### src/rtl/capture_sequencer.sv
// Frame capture sequencer: a synchronized trigger drives one even/odd ping-pong write frame, then a paced readout.
// Build option: define CAPTURE_RESTART_EN so that a trigger during capture restarts the frame.
module capture_sequencer #(
    parameter int FRAME_LEN = 2176,
    parameter int ADDR_W    = 12,
    parameter int RD_LAT    = 2
) (
    input  logic              ClockFromADC,
    input  logic              Reset,
    input  logic              SynchrM,
    input  logic              Arm,
    input  logic              ReadReady,
    output logic              WriteEnableEven,
    output logic              WriteEnableOdd,
    output logic [ADDR_W-1:0] AddrWrite,
    output logic              ReadEnable,
    output logic [ADDR_W-1:0] AddrRead,
    output logic              ReadBank,
    output logic              DataValid,
    output logic              ReadyBuff,
    output logic              Busy,
    output logic              Overrun,
    output logic [1:0]        o_dbg_state
);

    localparam logic [1:0] ST_IDLE    = 2'd0;
    localparam logic [1:0] ST_ARMED   = 2'd1;
    localparam logic [1:0] ST_CAPTURE = 2'd2;
    localparam logic [1:0] ST_READOUT = 2'd3;

    localparam logic [ADDR_W-1:0] LAST_ADDR = ADDR_W'(FRAME_LEN - 1);
    localparam logic [RD_LAT-1:0] PIPE_TOP  = RD_LAT'(1) << (RD_LAT - 1);

    logic [1:0]        r_state;
    logic              r_sync1;
    logic              r_sync2;
    logic              r_sync3;
    logic [2:0]        r_sync_vld;
    logic              r_trig;
    logic              r_wr_odd;
    logic [ADDR_W-1:0] r_addr_wr;
    logic              r_rd_odd;
    logic [ADDR_W-1:0] r_addr_rd;
    logic              r_rd_done;
    logic [RD_LAT-1:0] r_vpipe;
    logic [RD_LAT-1:0] r_bpipe;
    logic              r_overrun;

    logic w_restart;
    logic w_rd_en;
    logic w_last_dv;

`ifdef CAPTURE_RESTART_EN
    assign w_restart = r_trig;
`else
    assign w_restart = 1'b0;
`endif

    // Handshake: one sample moves in every cycle where ReadEnable and ReadReady are both high;
    // ReadEnable is ReadReady gated by "in READOUT with reads remaining", so no read is dropped or repeated.
    assign w_rd_en   = (r_state == ST_READOUT) && !r_rd_done && ReadReady;
    assign w_last_dv = r_rd_done && r_vpipe[RD_LAT-1] && ((r_vpipe & ~PIPE_TOP) == '0);

    assign WriteEnableEven = (r_state == ST_CAPTURE) && !r_wr_odd;
    assign WriteEnableOdd  = (r_state == ST_CAPTURE) && r_wr_odd;
    assign AddrWrite       = r_addr_wr;
    assign ReadEnable      = w_rd_en;
    assign AddrRead        = r_addr_rd;
    assign DataValid       = r_vpipe[RD_LAT-1];
    assign ReadBank        = r_bpipe[RD_LAT-1];
    assign ReadyBuff       = (r_state == ST_READOUT);
    assign Busy            = (r_state != ST_IDLE);
    assign Overrun         = r_overrun;
    assign o_dbg_state     = r_state;

    always_ff @(posedge ClockFromADC) begin
        if (!Reset) begin
            r_state    <= ST_IDLE;
            r_sync1    <= 1'b0;
            r_sync2    <= 1'b0;
            r_sync3    <= 1'b0;
            r_sync_vld <= '0;
            r_trig     <= 1'b0;
            r_wr_odd   <= 1'b0;
            r_addr_wr  <= '0;
            r_rd_odd   <= 1'b0;
            r_addr_rd  <= '0;
            r_rd_done  <= 1'b0;
            r_vpipe    <= '0;
            r_bpipe    <= '0;
            r_overrun  <= 1'b0;
        end else begin
            r_sync1    <= SynchrM;
            r_sync2    <= r_sync1;
            r_sync3    <= r_sync2;
            // Edge detection waits until the pipeline holds only post-reset samples,
            // so a level already high at reset release is not mistaken for an edge.
            r_sync_vld <= {r_sync_vld[1:0], 1'b1};
            r_trig     <= r_sync2 && !r_sync3 && r_sync_vld[2];

            r_vpipe[0] <= w_rd_en;
            r_bpipe[0] <= w_rd_en && r_rd_odd;
            for (int i = 1; i < RD_LAT; i++) begin
                r_vpipe[i] <= r_vpipe[i-1];
                r_bpipe[i] <= r_bpipe[i-1];
            end

            case (r_state)
                ST_IDLE: begin
                    if (Arm) begin
                        r_state   <= ST_ARMED;
                        r_overrun <= 1'b0;
                    end
                end
                ST_ARMED: begin
                    if (r_trig) begin
                        r_state   <= ST_CAPTURE;
                        r_wr_odd  <= 1'b0;
                        r_addr_wr <= '0;
                    end else if (!Arm) begin
                        r_state <= ST_IDLE;
                    end
                end
                ST_CAPTURE: begin
                    if (w_restart) begin
                        r_wr_odd  <= 1'b0;
                        r_addr_wr <= '0;
                    end else if (r_wr_odd) begin
                        r_wr_odd <= 1'b0;
                        if (r_addr_wr == LAST_ADDR) begin
                            r_state   <= ST_READOUT;
                            r_addr_wr <= '0;
                            r_rd_odd  <= 1'b0;
                            r_addr_rd <= '0;
                            r_rd_done <= 1'b0;
                        end else begin
                            r_addr_wr <= r_addr_wr + 1'b1;
                        end
                    end else begin
                        r_wr_odd <= 1'b1;
                    end
                end
                ST_READOUT: begin
                    if (r_trig) begin
                        r_overrun <= 1'b1;
                    end
                    if (w_rd_en) begin
                        r_rd_odd <= !r_rd_odd;
                        if (r_rd_odd) begin
                            if (r_addr_rd == LAST_ADDR) begin
                                r_rd_done <= 1'b1;
                            end else begin
                                r_addr_rd <= r_addr_rd + 1'b1;
                            end
                        end
                    end
                    if (w_last_dv) begin
                        r_state   <= ST_IDLE;
                        r_addr_rd <= '0;
                        r_rd_odd  <= 1'b0;
                        r_rd_done <= 1'b0;
                    end
                end
                default: r_state <= ST_IDLE;
            endcase
        end
    end

endmodule

### config.mk
export PLATFORM = sky130hd
export DESIGN_NAME = capture_sequencer
export DESIGN_NICKNAME = d
export VERILOG_FILES = /design/src/rtl/capture_sequencer.sv
export SDC_FILE = /design/constraint.sdc
export NUM_CORES = 1
export LEC_CHECK = 0
export BUFFER_PORTS_ARGS = -buffer_cell sky130_fd_sc_hd__buf_2
export CAP_MARGIN = 10
export CORE_MARGIN = 4
export CORE_UTILIZATION = 58
export DETAILED_ROUTE_END_ITERATION = 12
export PLACE_DENSITY_LB_ADDON = 0.3
export SETUP_SLACK_MARGIN = 0.3
export SLEW_MARGIN = 40
export SYNTH_ARGS = -nofsm -noshare
export SYNTH_HDL_FRONTEND = slang
export SYNTH_SLANG_ARGS = --single-unit
### constraint.sdc
create_clock -name ClockFromADC -period 5.25 [get_ports ClockFromADC]
set_clock_uncertainty 0.05 [all_clocks]
set_input_delay 0.2625 -clock ClockFromADC [delete_from_list [all_inputs] [get_ports ClockFromADC]]
set_output_delay 0.2625 -clock ClockFromADC [all_outputs]
set_load 0.01 [all_outputs]
==> flow_summary.yaml <==
placement:
  place_hpwl_mm: 3.01
  dp.cells: 295
  routabilityCongestion: 0.937
  numPortBuffers: 38
logic_synthesis:
  ys_seq_area_frac: 0.422
  yosysWarnings: 0
  syn_area_um2: 1950
  synthFlopType: "dfxtp_1"
  synth-async-reset-ratio: 0
  synth_edf_count: 0
  syn_inst: 224
  syn_avg_cell_area_um2: 8.69
  synth_cell_types: 54
  synth-seq-cells: 41
  synth_nets: 231
final_layout:
  layout_common_cells: "dfxtp_1 (41), buf_2 (38), nand2_1 (23)"
  n_antenna_cell: 0
  synthToLayoutAreaGrowth_pct: 14.0
  final-instance-count-excl-fill: 303
  final_nets: 265
  fill_cells: 247
  drive_above_1_share: 0.228
  final_common_cell: "dfxtp_1"
clock_tree:
  cts_root_buffer: "clkbuf_4"
  cts_setup_buffers: 0
  htree_levels: 2
  cts_sinks: 41
  insertion_delay_ns: 0.36
  clockBufferDepth: 2
  holdBufCountCts: 0
  tritoncts: "done"
  path_clk_slew_ns: 0.13
  ctsResizeCount: 0
  cts_made_buffers: 5
setup_path:
  required_ns: 5.49
  criticalPathCategory: "flop to flop"
  critPathMaxFanout: 6
  r2r_slack_ns: 3.16
  worstPathArrival_ns: 2.32
  start_kind: "flop"
  worstSetupEndpointType: "flop"
routing:
  drc: 0
  ant_nets: 0
  drt-wirelength-per-cell_um: 13.9
  viasPerCell: 5.78
  first_pass_iters: 7
  drtIter0Drc: 131
  vias: 1750
  drt_wl_total_mm: 4.23
pwr:
  power_switching_uw: 126
  pwr_density_cell_nw_per_um2: 247
  seqPwrFrac: 0.578
  pwr-share-comb: 0.033
  leakage_uw: 0.000941
  netSwitchingFraction: 0.230
  p_clk_frac: 0.389
  internal_power_uw: 423
  ir_drop_mv: 0.158
die:
  placementRows: 20
  start_util: 0.622
  chipHeight_um: 65.9
  coreArea_um2: 3130
  die_w_um: 65.9
  die_area_um2: 4350
  ios: 39
outcome:
  status: "complete, no violations"
timing:
  tightest_slew_ns: 0.533
  rsz0062_at_grt: "no"
  max_freq_mhz: 479
  finalSetupTns_ns: 0
  setup_viol: 0
  finalHoldViolations: 0
  drv_slew: 0
  layout_min_cycle_time_ns: 2.09
  period_share: 0.397
  relSlewSlack: 0.642
grt:
  grt.total_usage: 0.208
  grt_overflow: 0
  antenna_found_initial: 0
  grt_max_degree: 26
  grt_pass1_vias: 1576
  grt_pass1_wl_mm: 7.04
hold_path:
  hold_path.class: "input pin to flop"
job:
  max-cap-violations: 0
## worst max-delay path, cell delays in order (launching register included)
cell and delay, ns:
dfxtp_1 0.40, ha_1 0.18, and3_2 0.26, a41oi_2 0.19, or4_1 0.55, a21oi_1 0.21, mux2i_1 0.20
## per-stage QoR
| step | total power, µW | util | hold WS (ns) | setup slack [ns] | instance area, µm² |
|---|---|---|---|---|---|
| 5_1_grt | 567 | 0.710 | 0.0549 | 3.01 | 2220 |
| 3_3_place_gp | 342 | 0.683 | 0.363 | 3.24 | 2140 |
| 4_1_cts | 550 | 0.710 | 0.0541 | 3.17 | 2220 |
| 3_5_place_dp | 342 | 0.683 | 0.369 | 3.20 | 2140 |
| 2_1_floorplan | 337 | - | 0.240 | 3.28 | 1950 |
| 6_report | 549 | 0.710 | 0.0616 | 3.16 | 2220 |
## final timing paths
path	start	endpoint	cells after the start
max	AddrWrite[0]$_SDFFE_PN0P_	AddrRead[11]$_SDFFE_PN0P_	6
min	SynchrM	r_sync1$_SDFF_PN0_	2
min reg2reg	r_sync1$_SDFF_PN0_	r_sync2$_SDFF_PN0_	1
max reg2reg	AddrWrite[0]$_SDFFE_PN0P_	AddrRead[11]$_SDFFE_PN0P_	6
## kinds of logic (layout without fill, tap and decap cells)
kind of cell | Yosys count | after routing | synth area share
adder cells (fa/ha/maj) | 2 | 2 | 0.0129
AO/OA/AOI/OAI | 44 | 44 | 0.156
buffers and inverters | 19 | 54 | 0.0443
AND/OR/NAND/NOR | 101 | 101 | 0.285
multiplexers | 6 | 6 | 0.0308
XOR/XNOR | 11 | 11 | 0.0495
flip-flops | 41 | 41 | 0.422
## registers in the layout, indices dropped and copies added, names as in the netlist, named ones only
signal,count
r_trig,1
r_bpipe,2
r_wr_odd,1
r_rd_done,1
r_sync_vld,3
AddrRead,12
r_sync1,1
r_rd_odd,1
r_sync3,1
r_sync2,1
AddrWrite,12
r_vpipe,2
Overrun,1
o_dbg_state,1
## area by class of cell
type                    instances  area (µm²)  area share
clock inverters                 3        46.3      0.0209
multi-input cells             164        1040       0.468
repair buffers                 38         190      0.0857
flip-flops and latches         41         821       0.370
clock buffers                   5        37.5      0.0169
well taps                      44        55.1      0.0248
inverters                       8        30.0      0.0135
## power groups by stage
stage | sequential (µW) | combinational [µW] | clock [µW]
finish | 317 | 18.1 | 214
global route | 318 | 20.0 | 229
CTS | 317 | 18.2 | 215
detailed placement | 324 | 18.1 | 0
global placement | 324 | 17.8 | 0
floorplan | 324 | 13.0 | 0
## cell usage after synthesis, drive strengths merged (3+ instances only)
library cell / n / area share
xnor2: 5 / 0.022
nor3: 4 / 0.010
xor2: 6 / 0.027
inv: 8 / 0.015
o21ai: 12 / 0.033
nor2: 20 / 0.040
and3: 5 / 0.017
buf: 6 / 0.019
or4: 4 / 0.015
dfxtp: 41 / 0.42
o211ai: 3 / 0.012
nand4: 8 / 0.026
and3b: 4 / 0.019
a21oi: 11 / 0.030
nand3: 7 / 0.018
clkbuf: 5 / 0.010
nand2: 23 / 0.044
mux2i: 6 / 0.031
and2: 9 / 0.029
nand2b: 4 / 0.013
## per-layer routing
metal | share of wire | vias up | GRT usage
met4 | 0.018 | 0 | 0.0812
li1 | - | 859 | -
met1 | 0.45 | 805 | 0.265
met2 | 0.46 | 72 | 0.338
met3 | 0.070 | 14 | 0.0527
met5 | 0 | - | 0
No activity file was read; power rests on OpenSTA's default activity.
